==> src/rtl/msp_frame_rx_if.sv <==
// Bus bundle between the MSP v1 frame receiver and its UART source / host consumer.
// The slave view belongs to the receiver; the master view belongs to whatever drives it.
interface msp_frame_rx_if #(
   parameter int MAX_PAYLOAD = 64
);
   localparam int AW = (MAX_PAYLOAD > 1) ? $clog2(MAX_PAYLOAD) : 1;

   logic [7:0]    rx_data;
   logic          rx_valid;
   logic          frame_pending;
   logic [7:0]    frame_dir;
   logic [7:0]    frame_cmd;
   logic [7:0]    frame_len;
   logic          frame_ack;
   logic [AW-1:0] rd_addr;
   logic [7:0]    rd_data;
   logic          err_csum;
   logic          err_len;
   logic          err_timeout;
   logic          overrun;

   modport slave (
      input  rx_data, rx_valid, frame_ack, rd_addr,
      output frame_pending, frame_dir, frame_cmd, frame_len, rd_data,
             err_csum, err_len, err_timeout, overrun
   );

   modport master (
      output rx_data, rx_valid, frame_ack, rd_addr,
      input  frame_pending, frame_dir, frame_cmd, frame_len, rd_data,
             err_csum, err_len, err_timeout, overrun
   );
endinterface

==> src/rtl/msp_frame_rx.sv <==
// MSP v1 frame receiver: hunts for "$M<dir><len><cmd><payload><csum>" in the UART byte
// stream, checks the XOR checksum and holds one verified frame until the host acks it.
//
// state     | meaning
// ----------+-----------------------------------------------------------
// S_IDLE    | hunting for '$'
// S_HDR_M   | '$' seen, expecting 'M' ('$' resyncs here)
// S_HDR_DIR | expecting direction byte '<', '>' or '!'
// S_LEN     | expecting payload length
// S_CMD     | expecting command byte
// S_PAYLOAD | receiving payload bytes into the buffer (when capturing)
// S_CSUM    | expecting checksum byte; frame completes or errors here
module msp_frame_rx #(
   parameter int MAX_PAYLOAD    = 64,
   parameter int TIMEOUT_CYCLES = 27000
) (
   input  logic            clk,
   input  logic            rst,
   msp_frame_rx_if.slave   bus
);
   localparam int AW = (MAX_PAYLOAD > 1) ? $clog2(MAX_PAYLOAD) : 1;
   localparam int TW = $clog2(TIMEOUT_CYCLES + 1);

   localparam logic [7:0] CH_DOLLAR = 8'h24;
   localparam logic [7:0] CH_M      = 8'h4D;
   localparam logic [7:0] CH_LT     = 8'h3C;
   localparam logic [7:0] CH_GT     = 8'h3E;
   localparam logic [7:0] CH_BANG   = 8'h21;

   typedef enum logic [2:0] {
      S_IDLE,
      S_HDR_M,
      S_HDR_DIR,
      S_LEN,
      S_CMD,
      S_PAYLOAD,
      S_CSUM
   } state_t;

   state_t        state, state_nxt;

   logic [7:0]    mem [0:MAX_PAYLOAD-1];
   logic [7:0]    dir_r, len_r, cmd_r, csum, idx;
   logic [TW-1:0] tmo_cnt;
   logic          capture;

   logic          pending_q;
   logic [7:0]    frame_dir_q, frame_cmd_q, frame_len_q, rd_data_q;
   logic          err_csum_q, err_len_q, err_timeout_q, overrun_q;

   logic          set_capture, wr_en, done_ok;
   logic          csum_err_nxt, len_err_nxt, tmo_nxt;

   // Next-state and event decode
   always_comb begin
      state_nxt    = state;
      set_capture  = 1'b0;
      wr_en        = 1'b0;
      done_ok      = 1'b0;
      csum_err_nxt = 1'b0;
      len_err_nxt  = 1'b0;
      tmo_nxt      = 1'b0;

      if ((state != S_IDLE) && !bus.rx_valid &&
          (tmo_cnt == TW'(TIMEOUT_CYCLES - 1))) begin
         tmo_nxt   = 1'b1;
         state_nxt = S_IDLE;
      end else if (bus.rx_valid) begin
         case (state)
            S_IDLE: begin
               if (bus.rx_data == CH_DOLLAR) begin
                  state_nxt   = S_HDR_M;
                  set_capture = 1'b1;
               end
            end
            S_HDR_M: begin
               if (bus.rx_data == CH_M) begin
                  state_nxt = S_HDR_DIR;
               end else if (bus.rx_data == CH_DOLLAR) begin
                  state_nxt   = S_HDR_M;
                  set_capture = 1'b1;
               end else begin
                  state_nxt = S_IDLE;
               end
            end
            S_HDR_DIR: begin
               if ((bus.rx_data == CH_LT) || (bus.rx_data == CH_GT) ||
                   (bus.rx_data == CH_BANG)) begin
                  state_nxt = S_LEN;
               end else if (bus.rx_data == CH_DOLLAR) begin
                  state_nxt   = S_HDR_M;
                  set_capture = 1'b1;
               end else begin
                  state_nxt = S_IDLE;
               end
            end
            S_LEN: begin
               if (bus.rx_data > 8'(MAX_PAYLOAD)) begin
                  len_err_nxt = 1'b1;
                  state_nxt   = S_IDLE;
               end else begin
                  state_nxt = S_CMD;
               end
            end
            S_CMD: begin
               state_nxt = (len_r == 8'd0) ? S_CSUM : S_PAYLOAD;
            end
            S_PAYLOAD: begin
               wr_en = capture;
               if (idx == (len_r - 8'd1)) begin
                  state_nxt = S_CSUM;
               end
            end
            S_CSUM: begin
               if (bus.rx_data == csum) begin
                  done_ok = 1'b1;
               end else begin
                  csum_err_nxt = 1'b1;
               end
               state_nxt = S_IDLE;
            end
            default: state_nxt = S_IDLE;
         endcase
      end
   end

   always_ff @(posedge clk) begin
      if (rst) begin
         state         <= S_IDLE;
         dir_r         <= 8'd0;
         len_r         <= 8'd0;
         cmd_r         <= 8'd0;
         csum          <= 8'd0;
         idx           <= 8'd0;
         tmo_cnt       <= '0;
         capture       <= 1'b0;
         pending_q     <= 1'b0;
         frame_dir_q   <= 8'd0;
         frame_cmd_q   <= 8'd0;
         frame_len_q   <= 8'd0;
         rd_data_q     <= 8'd0;
         err_csum_q    <= 1'b0;
         err_len_q     <= 1'b0;
         err_timeout_q <= 1'b0;
         overrun_q     <= 1'b0;
      end else begin
         state         <= state_nxt;
         err_csum_q    <= csum_err_nxt;
         err_len_q     <= len_err_nxt;
         err_timeout_q <= tmo_nxt;
         overrun_q     <= done_ok & ~capture;
         rd_data_q     <= mem[bus.rd_addr];

         if ((state == S_IDLE) || bus.rx_valid || tmo_nxt) begin
            tmo_cnt <= '0;
         end else begin
            tmo_cnt <= tmo_cnt + TW'(1);
         end

         // Capture is decided at the '$' byte only; an ack mid-frame cannot enable it
         if (set_capture) begin
            capture <= ~pending_q;
         end else if (tmo_nxt) begin
            capture <= 1'b0;
         end

         if (bus.rx_valid) begin
            case (state)
               S_HDR_DIR: dir_r <= bus.rx_data;
               S_LEN: begin
                  len_r <= bus.rx_data;
                  csum  <= bus.rx_data;
               end
               S_CMD: begin
                  cmd_r <= bus.rx_data;
                  csum  <= csum ^ bus.rx_data;
                  idx   <= 8'd0;
               end
               S_PAYLOAD: begin
                  csum <= csum ^ bus.rx_data;
                  idx  <= idx + 8'd1;
               end
               default: ;
            endcase
         end

         // capture=1 implies nothing is held, so completion and ack never collide
         if (done_ok && capture) begin
            frame_dir_q <= dir_r;
            frame_cmd_q <= cmd_r;
            frame_len_q <= len_r;
            pending_q   <= 1'b1;
         end else if (bus.frame_ack && pending_q) begin
            pending_q <= 1'b0;
         end
      end
   end

   // Payload buffer has no reset; contents are only meaningful while a frame is held
   always_ff @(posedge clk) begin
      if (wr_en) begin
         mem[idx[AW-1:0]] <= bus.rx_data;
      end
   end

   assign bus.frame_pending = pending_q;
   assign bus.frame_dir     = frame_dir_q;
   assign bus.frame_cmd     = frame_cmd_q;
   assign bus.frame_len     = frame_len_q;
   assign bus.rd_data       = rd_data_q;
   assign bus.err_csum      = err_csum_q;
   assign bus.err_len       = err_len_q;
   assign bus.err_timeout   = err_timeout_q;
   assign bus.overrun       = overrun_q;

endmodule
==> src/flat_wrapper.sv <==
// flat-port wrapper written by rule: the top's interface ports become plain ports
module msp_frame_rx_flat 
#(
   parameter int MAX_PAYLOAD    = 64,
   parameter int TIMEOUT_CYCLES = 27000
)
  (clk, rst, bus_rx_data, bus_rx_valid, bus_frame_ack, bus_rd_addr, bus_frame_pending, bus_frame_dir, bus_frame_cmd, bus_frame_len, bus_rd_data, bus_err_csum, bus_err_len, bus_err_timeout, bus_overrun);
  msp_frame_rx_if #(.MAX_PAYLOAD(MAX_PAYLOAD)) bus_i ();
  input  logic clk;
  input  logic rst;
  input wire logic [$bits(bus_i.rx_data)-1:0] bus_rx_data;
  input wire logic [$bits(bus_i.rx_valid)-1:0] bus_rx_valid;
  input wire logic [$bits(bus_i.frame_ack)-1:0] bus_frame_ack;
  input wire logic [$bits(bus_i.rd_addr)-1:0] bus_rd_addr;
  output wire logic [$bits(bus_i.frame_pending)-1:0] bus_frame_pending;
  output wire logic [$bits(bus_i.frame_dir)-1:0] bus_frame_dir;
  output wire logic [$bits(bus_i.frame_cmd)-1:0] bus_frame_cmd;
  output wire logic [$bits(bus_i.frame_len)-1:0] bus_frame_len;
  output wire logic [$bits(bus_i.rd_data)-1:0] bus_rd_data;
  output wire logic [$bits(bus_i.err_csum)-1:0] bus_err_csum;
  output wire logic [$bits(bus_i.err_len)-1:0] bus_err_len;
  output wire logic [$bits(bus_i.err_timeout)-1:0] bus_err_timeout;
  output wire logic [$bits(bus_i.overrun)-1:0] bus_overrun;
  assign bus_i.rx_data = bus_rx_data;
  assign bus_i.rx_valid = bus_rx_valid;
  assign bus_i.frame_ack = bus_frame_ack;
  assign bus_i.rd_addr = bus_rd_addr;
  assign bus_frame_pending = bus_i.frame_pending;
  assign bus_frame_dir = bus_i.frame_dir;
  assign bus_frame_cmd = bus_i.frame_cmd;
  assign bus_frame_len = bus_i.frame_len;
  assign bus_rd_data = bus_i.rd_data;
  assign bus_err_csum = bus_i.err_csum;
  assign bus_err_len = bus_i.err_len;
  assign bus_err_timeout = bus_i.err_timeout;
  assign bus_overrun = bus_i.overrun;
  msp_frame_rx #(.MAX_PAYLOAD(MAX_PAYLOAD), .TIMEOUT_CYCLES(TIMEOUT_CYCLES)) u_core (.clk(clk), .rst(rst), .bus(bus_i));
endmodule
==> config.mk <==
export PLATFORM = sky130hd
export DESIGN_NAME = msp_frame_rx_flat
export DESIGN_NICKNAME = d
export VERILOG_FILES = /design/src/rtl/msp_frame_rx_if.sv /design/src/rtl/msp_frame_rx.sv /design/src/flat_wrapper.sv
export SDC_FILE = /design/constraint.sdc
export NUM_CORES = 1
export LEC_CHECK = 0
export CORE_MARGIN = 5
export CORE_UTILIZATION = 45
export DETAILED_ROUTE_END_ITERATION = 7
export PLACE_DENSITY = 0.67
export REMOVE_ABC_BUFFERS = 1
export SLEW_MARGIN = 25
export SYNTH_ARGS = -nofsm -noshare
export SYNTH_HDL_FRONTEND = slang
export SYNTH_SLANG_ARGS = --single-unit
==> constraint.sdc <==
create_clock -name clk -period 3.3 [get_ports clk]
set_clock_uncertainty 0.15 [all_clocks]
set_input_delay 0.66 -clock clk [delete_from_list [all_inputs] [get_ports clk]]
set_output_delay 0.66 -clock clk [all_outputs]
set_load 0.01 [all_outputs]
Word level (Yosys, flattened, before mapping)
Memory sizes are Yosys's and may differ from the RTL's. A register that Yosys moved wholly into a read port is not among the register bits.
Index checks and enable logic that the tools add are counted.
{"block": "classes", "bitwise_logic": 7, "magnitude_cmp": 1, "reduce_logical": 27, "n_eq_ne": 16, "addsub": 3, "mux": 32}
{"operator": "equality test 8 x 6 -> 1 bit, second input constant", "count": 4}
{"operator": "case mux 8 bit (2 select lines)", "count": 2}
{"operator": "2-to-1 mux 1 bit", "count": 22}
{"operator": "case mux 3 bit (6 select lines)", "count": 1}
{"operator": "equality test 8 bit", "count": 2}
{"operator": "adder 15 x 1 -> 15 bit, second input constant", "count": 1}
{"operator": "equality test 15 bit, second input constant", "count": 1}
{"operator": "2-to-1 mux 3 bit", "count": 5}
{"operator": "AND reduction 2 bit", "count": 5}
{"operator": "equality test 3 bit, second input constant", "count": 3}
{"operator": "adder 8 x 1 -> 8 bit, second input constant", "count": 1}
{"operator": "equality test 8 x 7 -> 1 bit, second input constant", "count": 1}
{"operator": "> comparator 8 x 7 -> 1 bit, second input constant", "count": 1}
{"operator": "zero test 8 bit", "count": 1}
{"operator": "nonzero test 2 bit", "count": 4}
{"operator": "OR reduction 4 bit", "count": 2}
{"operator": "subtractor 8 x 1 -> 8 bit, second input constant", "count": 1}
{"operator": "XOR 8 bit", "count": 1}
{"operator": "equality test 3 x 2 -> 1 bit, second input constant", "count": 2}
{"operator": "OR reduction 2 bit", "count": 3}
{"operator": "NOT 1 bit", "count": 5}
{"operator": "logical AND 1 bit", "count": 4}
{"operator": "logical OR 1 bit", "count": 4}
{"operator": "!= test 2 x 1 -> 1 bit, second input constant", "count": 2}
{"operator": "8 further kinds", "count": 8}
{"block": "totals", "ram_bits": 512, "in_bits": 18, "n_memories": 1, "wordCells": 103, "regBits": 88, "out_inout_bits": 37}
{"name": "u_core.mem", "depth": 64, "width": 8, "rd": 1, "rd_ports_with_merged_regs": 1, "wr": 1, "line": "msp_frame_rx.sv:42", "source": "logic [7:0] mem [0:MAX_PAYLOAD-1];"}

Logic depth before layout (Yosys ltp)
Gate-level depths: netlist of the first run.
{"block": "logic_depth", "ltp_word": 8, "ltp_mapped": 9, "depth_no_buf": 8}

Worst setup path after synthesis of the first run
Ideal clock, no wire load.
{"block": "synth_path", "path_type": "input to register", "startpoint": "in bus_rd_addr[0]", "endpoint": "reg u_core.rd_data_q[2], in the netlist u_core.bus.rd_data[2] (read register of u_core.mem)", "t_required_ps": 3029, "arrival_ps": 2245, "setup_slack_ps": 784, "path_stages": 6, "setup_ps": 121, "n_path_buf": 2, "path_cell_list": "buf_4 -> buf_2 -> mux4_2 -> mux4_2 -> o21ai_1 -> nand2_1"}
{"item": "start, declared", "line": "flat_wrapper.sv:14", "source": "input wire logic [$bits(bus_i.rd_addr)-1:0] bus_rd_addr;"}
{"item": "end, declared", "line": "msp_frame_rx.sv:48", "source": "logic [7:0] frame_dir_q, frame_cmd_q, frame_len_q, rd_data_q;"}

Worst setup path after layout of the first run
{"block": "layout_path", "startpoint": "reg u_core.state[1]", "endpoint": "mem u_core.mem[2][5] (enable)"}
{"block": "layout_between", "elab_chain_len": 6, "word_cells_on_any_way": 9, "classes_between": "eq/ne: 1; mux: 5; reduce/logical: 3"}
{"item": "start, declared", "line": "msp_frame_rx.sv:40", "source": "state_t state, state_nxt;"}
{"item": "start signal, assigned", "line": "msp_frame_rx.sv:147", "source": "state <= state_nxt;"}
{"item": "equality test 3 bit or nonzero test 3 bit (tied branches)", "line": "msp_frame_rx.sv:69, msp_frame_rx.sv:64"}
{"item": "2-to-1 mux 1 bit or logical AND 1 bit (tied branches)", "line": "msp_frame_rx.sv:69, msp_frame_rx.sv:64"}
{"item": "2-to-1 mux 1 bit or logical AND 1 bit (tied branches)", "line": "msp_frame_rx.sv:68, msp_frame_rx.sv:64"}
{"item": "2-to-1 mux 1 bit *", "line": "msp_frame_rx.sv:64", "source": "if ((state != S_IDLE) && !bus.rx_valid &&"}
{"item": "2-to-1 mux 1 bit *", "line": "msp_frame_rx.sv:201", "source": "if (wr_en) begin"}
{"item": "2-to-1 mux 1 bit (not written as such) *", "line": "msp_frame_rx.sv:202", "source": "mem[idx[AW-1:0]] <= bus.rx_data;"}
{"item": "end, declared", "line": "msp_frame_rx.sv:42"}
Every way passes the cells marked *; elsewhere a longest branch is shown, timed or not.

==> results.sh, run 1 <==
export IMPL_die_area_um2=58100
export IMPL_dpl_cell_area_um2=26000
export IMPL_fin_crit_sh_pct=83.9
export IMPL_die_x_um=241
export IMPL_cts_made_buffers=59
export IMPL_power_density_nw_per_um2=561
export IMPL_clk_pin_slew_ps=60
export IMPL_cts_resized_gates=0
export IMPL_max_cap_violations=0
export IMPL_yosysSeqAreaShare_pct=72.0
export IMPL_syn_inst=1393
export IMPL_final_cells=2294
export IMPL_cp_slowest_cell="dfxtp_1"
export IMPL_cts_sinks=608
export IMPL_status="finished, final reports clean"
export IMPL_wl_per_cell_um=24.4
export IMPL_hold_buffers=0
export IMPL_reg2regPathDepth=7
export IMPL_gp_congestion=0.839
export IMPL_hold_viol=0
export IMPL_min_from="bus_rx_data[5]"
export IMPL_critPathBufInv=1
export IMPL_holdWs_ps=247
export IMPL_cp_top_family="simple AND/OR/NAND/NOR gates"
export IMPL_endpoint_kind="register"
export IMPL_reg2reg_to="u_core.mem[2][5]"
export IMPL_vdd_drop_max_uv=421
export IMPL_pin_count=55
export IMPL_critPathArrivalTime_ps=2930
export IMPL_synth_distinct_cells=70
export IMPL_syn2layout_area_growth_pct=16.3
export IMPL_finalMaxSlewViolations=0
export IMPL_n_fill_cell=4241
export IMPL_htreeDepth=2
export IMPL_clockBufferDepth=3
export IMPL_max_stage_delay_ps=460
export IMPL_synth_area_top_cells="edfxtp_1, mux4_2, dfxtp_1, nor2_1, mux2i_1"
export IMPL_rsz0062_at_grt="no"
export IMPL_post_cts_buffers=0
export IMPL_synthFlopType="edfxtp_1"
export IMPL_min_to="u_core.dir_r[5]"
export IMPL_hold_depth=3
export IMPL_avgSynthCellArea_um2=17.2
export IMPL_crit_chain="nor2b_1 -> and2_1 -> and3_1 -> and2b_1 -> nand2_1 -> nor2_1 -> buf_4"
export IMPL_synth_commonest_cells="edfxtp_1, nor2_1, mux4_2"
export IMPL_async_flop_share_pct=0
export IMPL_crit_type="register to register"
export IMPL_crit_fanout=14
export IMPL_worstMarginPinSlew_ps=810
export IMPL_fin_tns_setup_ps=0
export IMPL_antenna_found_initial=2
export IMPL_grt_max_degree=69
export IMPL_dpl_hpwl_um=36600
export IMPL_yosys_cell_count_top_type="edfxtp_1"
export IMPL_groute_usage_overall_pct=19.3
export IMPL_ant_nets=0
export IMPL_reg2reg_slack_ps=530
export IMPL_synth_largest_area_cell="edfxtp_1"
export IMPL_antenna_cells=0
export IMPL_crit_required_ps=3460
export IMPL_portBuffers=54
export IMPL_wl_um=56000
export IMPL_fin_crit_ps=2770
export IMPL_setup_viol=0
export IMPL_via_count=13112
export IMPL_cts_tree="done"
export IMPL_layout_drive_gt1_share_pct=23.3
export IMPL_core_area_um2=52800
export IMPL_relSlewSlack_pct=46.0
export IMPL_worstReg2RegStart="u_core.state[1]"
export IMPL_yosysWarnings=0
export IMPL_synth_edf_count=512
export IMPL_nets=1579
export IMPL_startpoint_type="register"
export IMPL_grt_pass1_vias=13338
export IMPL_clock_latency_ps=610
export IMPL_syn_area_um2=24000
export IMPL_synth_seq_cells=608
export IMPL_drc_errors=0
export IMPL_clockRootBuffer="clkbuf_16"
export IMPL_final_area_um2=27900
export IMPL_vias_per_cell=5.72
export IMPL_p_leak_nw=8.99
export IMPL_floorplan_initialDensity_pct=45.5
export IMPL_cp_startpoint="u_core.state[1]"
export IMPL_yosysTopAreaCellShare_pct=64.0
export IMPL_drt_first_pass_iters=5
export IMPL_pre_cts_slack_ps=153
export IMPL_max_freq_mhz=361
export IMPL_die_h_um=241
export IMPL_dp_cells=2184
export IMPL_row_count=84
export IMPL_grt_ovfl_total=0
export IMPL_postLayoutSetupSlackWorst_ps=532
export IMPL_grt_pass1_wl_um=84200
export IMPL_hold_path_class="input port to register"
export IMPL_first_iter_violations=1027
-- report_power, final --
group          total [mW]  internal (mW)  switching, mW  leakage, nW
sequential           8.35           8.33         0.0173         5.37
combinational       0.720          0.281          0.439         2.69
clock                6.62           3.85           2.77        0.924
total                15.7           12.5           3.22         8.99
-- worst max-delay path by stage --
stage / to / slack [ps] / cells past startpoint
floorplan: u_core.bus.frame_cmd[0] / 480 / 5
global placement: u_core.mem[2][4] / 200 / 7
detailed placement: u_core.mem[2][6] / 150 / 7
CTS: u_core.mem[2][6] / 560 / 7
global route: u_core.mem[2][5] / 360 / 7
finish: u_core.mem[2][5] / 530 / 7
-- state kept, by name (all words and copies together), names as in the netlist, 8 cells and up --
register and flops:
u_core.mem 512, u_core.bus.frame_cmd 8, u_core.cmd_r 8, u_core.bus.frame_dir 8, u_core.bus.frame_len 8, u_core.len_r 8, u_core.bus.rd_data 8, u_core.tmo_cnt 15
u_core.dir_r 8, u_core.idx 8, u_core.csum 8
-- metrics by stage --
stage / power [mW] / utilization, %
detailed placement: 9.23 / 49.3
global route: 16.2 / 53.0
global placement: 9.22 / 49.3
floorplan: 8.78 / -
finish: 15.7 / 53.0
CTS: 15.8 / 53.0
-- tightest hold or removal path: cells and delay by family --
kind | cells | cell delay [ps]
compound gates | 1 | 60
buf+inv | 1 | 160
simple gates | 1 | 70
-- cells in the final DEF (no fill, tap or decap), types with 9 or more instances in the layout --
cell,netlist,final
buf_2,19,10
xnor2_1,19,19
a21oi_1,53,53
nand3_1,19,19
mux4_2,130,130
inv_1,9,9
nand2_1,94,94
nor2_1,147,147
o21ai_0,18,18
nor3_1,14,14
buf_4,10,121
clkinv_1,0,11
xor2_1,15,15
edfxtp_1,512,512
clkbuf_16,0,60
clkdlybuf4s50_1,0,42
o22ai_1,10,10
clkbuf_1,34,15
mux2i_1,45,45
dfxtp_1,96,96
-- layout make-up --
type                       instances  area, µm²  share of cell area [%]
timing repair buffer             182       1540                    5.53
multi-input combinational        695       6270                    22.5
clock inverter                    29        279                   0.999
sequential                       608      17300                    61.9
tap                              688        861                    3.08
inverter                          11       41.3                   0.148
clock buffer                      81       1640                    5.87
-- logic make-up (layout without fill, tap and decap cells) --
family,Yosys count,after routing,synth area share [%]
AO/OA/AOI/OAI,136,136,3.70
XOR/XNOR,34,34,1.24
adder cells (fa/ha/maj),4,4,0.208
buffers and inverters,90,303,1.89
flip-flops,608,608,72.0
multiplexers,176,176,14.1
AND/OR/NAND/NOR,345,345,6.86
-- metal layers --
metal | vias to the layer above | wire (µm) | track usage [%]
met5 | - | 7 | 0
met4 | 2 | 1620 | 5.98
met3 | 112 | 4010 | 3.67
met2 | 489 | 26800 | 31.1
met1 | 6715 | 23500 | 27.2
li1 | 5794 | - | -
Note: power is estimated with default switching activity, not from simulation.
==> run 2: changes to the inputs <==
clock period = 2.72 ns   (was 3.3 ns; I/O delays follow)
==> results.sh, run 2 (synthesis gave the netlist of run 1 again) <==
export IMPL_grt_pass1_vias=13428
export IMPL_gp_congestion=0.894
export IMPL_hold_path_class="input port to register"
export IMPL_grt_pass1_wl_um=86400
export IMPL_core_area_um2=52800
export IMPL_cts_resized_gates=0
export IMPL_relSlewSlack_pct=45.7
export IMPL_wl_um=57100
export IMPL_clockBufferDepth=3
export IMPL_clock_latency_ps=610
export IMPL_htreeDepth=2
export IMPL_antenna_cells=0
export IMPL_reg2reg_slack_ps=340
export IMPL_dpl_hpwl_um=36900
export IMPL_drc_errors=0
export IMPL_vias_per_cell=5.77
export IMPL_reg2regPathDepth=8
export IMPL_reg2reg_to="u_core.state[1]"
export IMPL_p_leak_nw=9.27
export IMPL_die_x_um=241
export IMPL_finalMaxSlewViolations=0
export IMPL_hold_depth=3
export IMPL_first_iter_violations=1383
export IMPL_layout_drive_gt1_share_pct=25.4
export IMPL_ant_nets=0
export IMPL_fin_crit_ps=2400
export IMPL_clockRootBuffer="clkbuf_16"
export IMPL_min_to="u_core.cmd_r[4]"
export IMPL_portBuffers=54
export IMPL_syn2layout_area_growth_pct=18.4
export IMPL_grt_max_degree=69
export IMPL_hold_viol=0
export IMPL_largest_reg_flops=512
export IMPL_drt_first_pass_iters=7
export IMPL_fin_crit_sh_pct=88.3
export IMPL_grt_ovfl_total=0
export IMPL_worstMarginPinSlew_ps=815
export IMPL_min_from="bus_rx_data[4]"
export IMPL_holdWs_ps=152
export IMPL_pin_count=55
export IMPL_max_freq_mhz=416
export IMPL_cts_made_buffers=59
export IMPL_die_h_um=241
export IMPL_max_cap_violations=0
export IMPL_power_density_nw_per_um2=689
export IMPL_status="finished, final reports clean"
export IMPL_via_count=13375
export IMPL_crit_type="input port to register"
export IMPL_endpoint_kind="register"
export IMPL_cts_sinks=608
export IMPL_startpoint_type="input port"
export IMPL_antenna_found_initial=2
export IMPL_vdd_drop_max_uv=556
export IMPL_crit_fanout=23
export IMPL_cts_tree="done"
export IMPL_crit_required_ps=3130
export IMPL_setup_viol=0
export IMPL_row_count=84
export IMPL_post_cts_buffers=0
export IMPL_rsz0062_at_grt="no"
export IMPL_final_util_pct=53.9
export IMPL_worstReg2RegStart="u_core.len_r[0]"
export IMPL_critPathArrivalTime_ps=2820
export IMPL_nets=1605
export IMPL_floorplan_initialDensity_pct=45.5
export IMPL_groute_usage_overall_pct=19.8
export IMPL_final_common_cell="edfxtp_1"
export IMPL_clk_pin_slew_ps=70
export IMPL_die_area_um2=58100
export IMPL_hold_buffers=0
export IMPL_layout_common_cells="edfxtp_1, nor2_1, buf_4"
export IMPL_wl_per_cell_um=24.6
run 2: cell count changes in the layout (fill, tap and decap cells not counted), sizes merged:
cell | previous run | this run
buf | 139 | 165
clkinvlp | 5 | 7
clkinv | 18 | 14
clkbuf | 82 | 77
bufinv | 5 | 8
inv | 12 | 13
run 2: per-stage QoR:
step                TNS, ps  cells  power (mW)  setup WS, ps  instance area (µm²)
floorplan                 0   1314        10.7          13.5                23600
finish                    0   2317        19.6           318                28500
global route              0   2317        20.2           132                28500
CTS                       0   2317        19.8           310                28500
global placement       -566   2210        11.2          -252                26400
detailed placement     -693   2210        11.2          -276                26400
run 2: how the worst max path moves through the flow:
| stage | from | to | slack [ps] | cells past startpoint |
|---|---|---|---|---|
| after floorplan | bus_rx_data[4] | u_core.bus.frame_cmd[0] | 10 | 5 |
| after detailed placement | bus_rd_addr[2] | u_core.bus.rd_data[0] | -280 | 6 |
| after global routing | u_core.len_r[0] | u_core.state[1] | 130 | 8 |
| after CTS | u_core.bus.rd_data[0] | bus_rd_data[0] | 310 | 1 |
| final | bus_rd_addr[2] | u_core.bus.rd_data[0] | 320 | 6 |
| after global placement | bus_rd_addr[2] | u_core.bus.rd_data[0] | -250 | 6 |
run 2: power by group:
| part | switching [mW] | leakage, nW | internal [mW] |
|---|---|---|---|
| logic | 0.536 | 2.90 | 0.371 |
| registers | 0.0237 | 5.37 | 10.1 |
| clock network | 3.47 | 0.995 | 5.09 |
run 2: area by class of cell:
class                           instances  area (µm²)
Clock buffer                           76        1670
Timing Repair Buffer                  208        1910
Fill cell                            4148       24300
Sequential cell                       608       17300
Inverter                               11        41.3
Tap cell                              688         861
Clock inverter                         31         390
Multi-Input combinational cell        695        6270
run 2: critical path, cell delays in order:
cell,delay (ps)
buf_2,330
buf_4,370
nand2b_1,460
o21ai_0,160
a221oi_1,680
a221o_1,260
run 2: per-layer routing:
metal  vias up  track usage [%]  part of all wire [%]
met5         -                0                     0
met4         0             5.13                   2.3
met2       551             31.4                    48
met1      6879             29.2                    43
li1       5851                -                     -
met3        94             3.17                   7.2
==> run 3: changes to the inputs <==
PLACE_DENSITY = unset   (was 0.67)
==> results.sh, run 3 (synthesis gave the netlist of run 1 again) <==
export IMPL_drc_errors=0
export IMPL_antenna_found_initial=2
export IMPL_layout_drive_gt1_share_pct=25.6
export IMPL_hold_buffers=0
export IMPL_grt_util_met2_pct=32.6
export IMPL_grt_pass1_vias=13350
export IMPL_hold_path_class="input port to register"
export IMPL_clock_latency_ps=620
export IMPL_vdd_drop_max_uv=542
export IMPL_grtUsageMet1_pct=28.9
export IMPL_dpl_cell_area_um2=26500
export IMPL_clockRootBuffer="clkbuf_16"
export IMPL_finalMaxSlewViolations=0
export IMPL_final_seq_area_um2=17300
export IMPL_row_count=84
export IMPL_multiInputGateArea_um2=6270
export IMPL_die_x_um=241
export IMPL_crit_chain="clkdlybuf4s50_1"
export IMPL_wl_per_cell_um=24.7
export IMPL_worstMarginPinSlew_ps=821
export IMPL_max_stage_delay_ps=580
export IMPL_setup_viol=0
export IMPL_relSlewSlack_pct=45.3
export IMPL_syn2layout_area_growth_pct=18.6
export IMPL_final_area_um2=28500
export IMPL_grt_pass1_wl_um=87300
export IMPL_cts_resized_gates=0
export IMPL_gp_congestion=0.851
export IMPL_die_h_um=241
export IMPL_grt_ovfl_total=0
export IMPL_critPathArrivalTime_ps=1650
export IMPL_rsz0062_at_grt="no"
export IMPL_vias_per_cell=5.61
export IMPL_floorplan_initialDensity_pct=45.5
export IMPL_p_leak_nw=9.32
export IMPL_grt_busiest_layer="met2"
export IMPL_dpl_hpwl_um=38400
export IMPL_nets=1630
export IMPL_final_common_cell="edfxtp_1"
export IMPL_first_iter_violations=1104
export IMPL_pin_count=55
export IMPL_hold_viol=0
export IMPL_clockBufferDepth=3
export IMPL_fin_crit_sh_pct=86.2
export IMPL_reg2reg_slack_ps=380
export IMPL_die_area_um2=58100
export IMPL_startpoint_type="register"
export IMPL_clk_pin_slew_ps=60
export IMPL_cts_tree="done"
export IMPL_final_util_pct=54.0
export IMPL_via_count=13157
export IMPL_power_density_nw_per_um2=672
export IMPL_groute_usage_overall_pct=20.2
export IMPL_cp_slowest_cell="clkdlybuf4s50_1"
export IMPL_post_cts_buffers=0
export IMPL_crit_required_ps=2030
export IMPL_cts_made_buffers=61
export IMPL_core_area_um2=52800
export IMPL_cts_sinks=608
export IMPL_status="finished, final reports clean"
export IMPL_htreeDepth=2
export IMPL_n_fill_cell=4263
export IMPL_crit_type="register to output pin"
export IMPL_max_cap_violations=0
export IMPL_endpoint_kind="output pin"
export IMPL_grt_max_degree=73
export IMPL_layout_common_cells="edfxtp_1, buf_4, nor2_1"
export IMPL_max_freq_mhz=426
export IMPL_portBuffers=54
export IMPL_drt_first_pass_iters=6
export IMPL_fin_crit_ps=2350
export IMPL_ant_nets=0
export IMPL_critPathBufInv=1
export IMPL_globalRouteMet3Util_pct=3.31
export IMPL_largest_reg_flops=512
export IMPL_cp_top_family="buffers and inverters"
export IMPL_wl_um=57900
export IMPL_crit_fanout=1
[run 3: cell count changes in the layout (fill, tap and decap cells not counted)]
cell	before	now
clkinv_1	4	18
buf_12	21	20
clkbuf_8	10	1
buf_4	133	157
inv_16	0	1
diode_2	0	1
clkbuf_16	61	62
clkbuf_1	6	10
inv_6	2	0
bufinv_16	8	5
clkinvlp_4	7	3
clkinvlp_2	0	1
clkinv_2	8	11
[run 3: metal layers]
layer | part of all wire (%) | vias up
li1 | - | 5899
met1 | 43 | 6759
met2 | 48 | 406
met3 | 6.1 | 93
met4 | 2.9 | 0
met5 | 0 | -
[run 3: final timing paths]
path,startpoint,end,depth (start not counted)
worst max-delay path,u_core.bus.rd_data[5],bus_rd_data[5],1
worst min-delay path,bus_rx_data[1],u_core.cmd_r[1],3
worst max register to register,u_core.len_r[0],u_core.state[1],8
worst min register to register,u_core.tmo_cnt[0],u_core.tmo_cnt[0],1
[run 3: report_power, final]
part           switching (mW)  total [mW]  internal, mW
logic                   0.556       0.940         0.384
clock network            3.45        8.08          4.63
registers              0.0203        10.1          10.1
total                    4.03        19.1          15.1
[run 3: cell type report]
| type | instances | share of cell area [%] |
|---|---|---|
| diodes | 1 | 0.00879 |
| clock buffers | 72 | 5.58 |
| clock inverters | 41 | 1.21 |
| inverters | 11 | 0.145 |
| multi-input cells | 695 | 22.0 |
| flip-flops and latches | 608 | 60.7 |
| well taps | 688 | 3.02 |
| repair buffers | 231 | 7.28 |
[run 3: per-stage QoR]
| step | worst slack [ps] | hold WS (ps) | setup TNS, ps | power [mW] | cells |
|---|---|---|---|---|---|
| after global routing | 199 | 133 | 0 | 19.8 | 2346 |
| after global placement | -53.4 | 274 | -685 | 11.3 | 2233 |
| after detailed placement | -55.4 | 284 | -857 | 11.3 | 2233 |
| final | 375 | 131 | 0 | 19.1 | 2347 |
| after floorplan | 13.5 | 263 | 0 | 10.7 | 1314 |
| after CTS | 366 | 109 | 0 | 19.3 | 2346 |
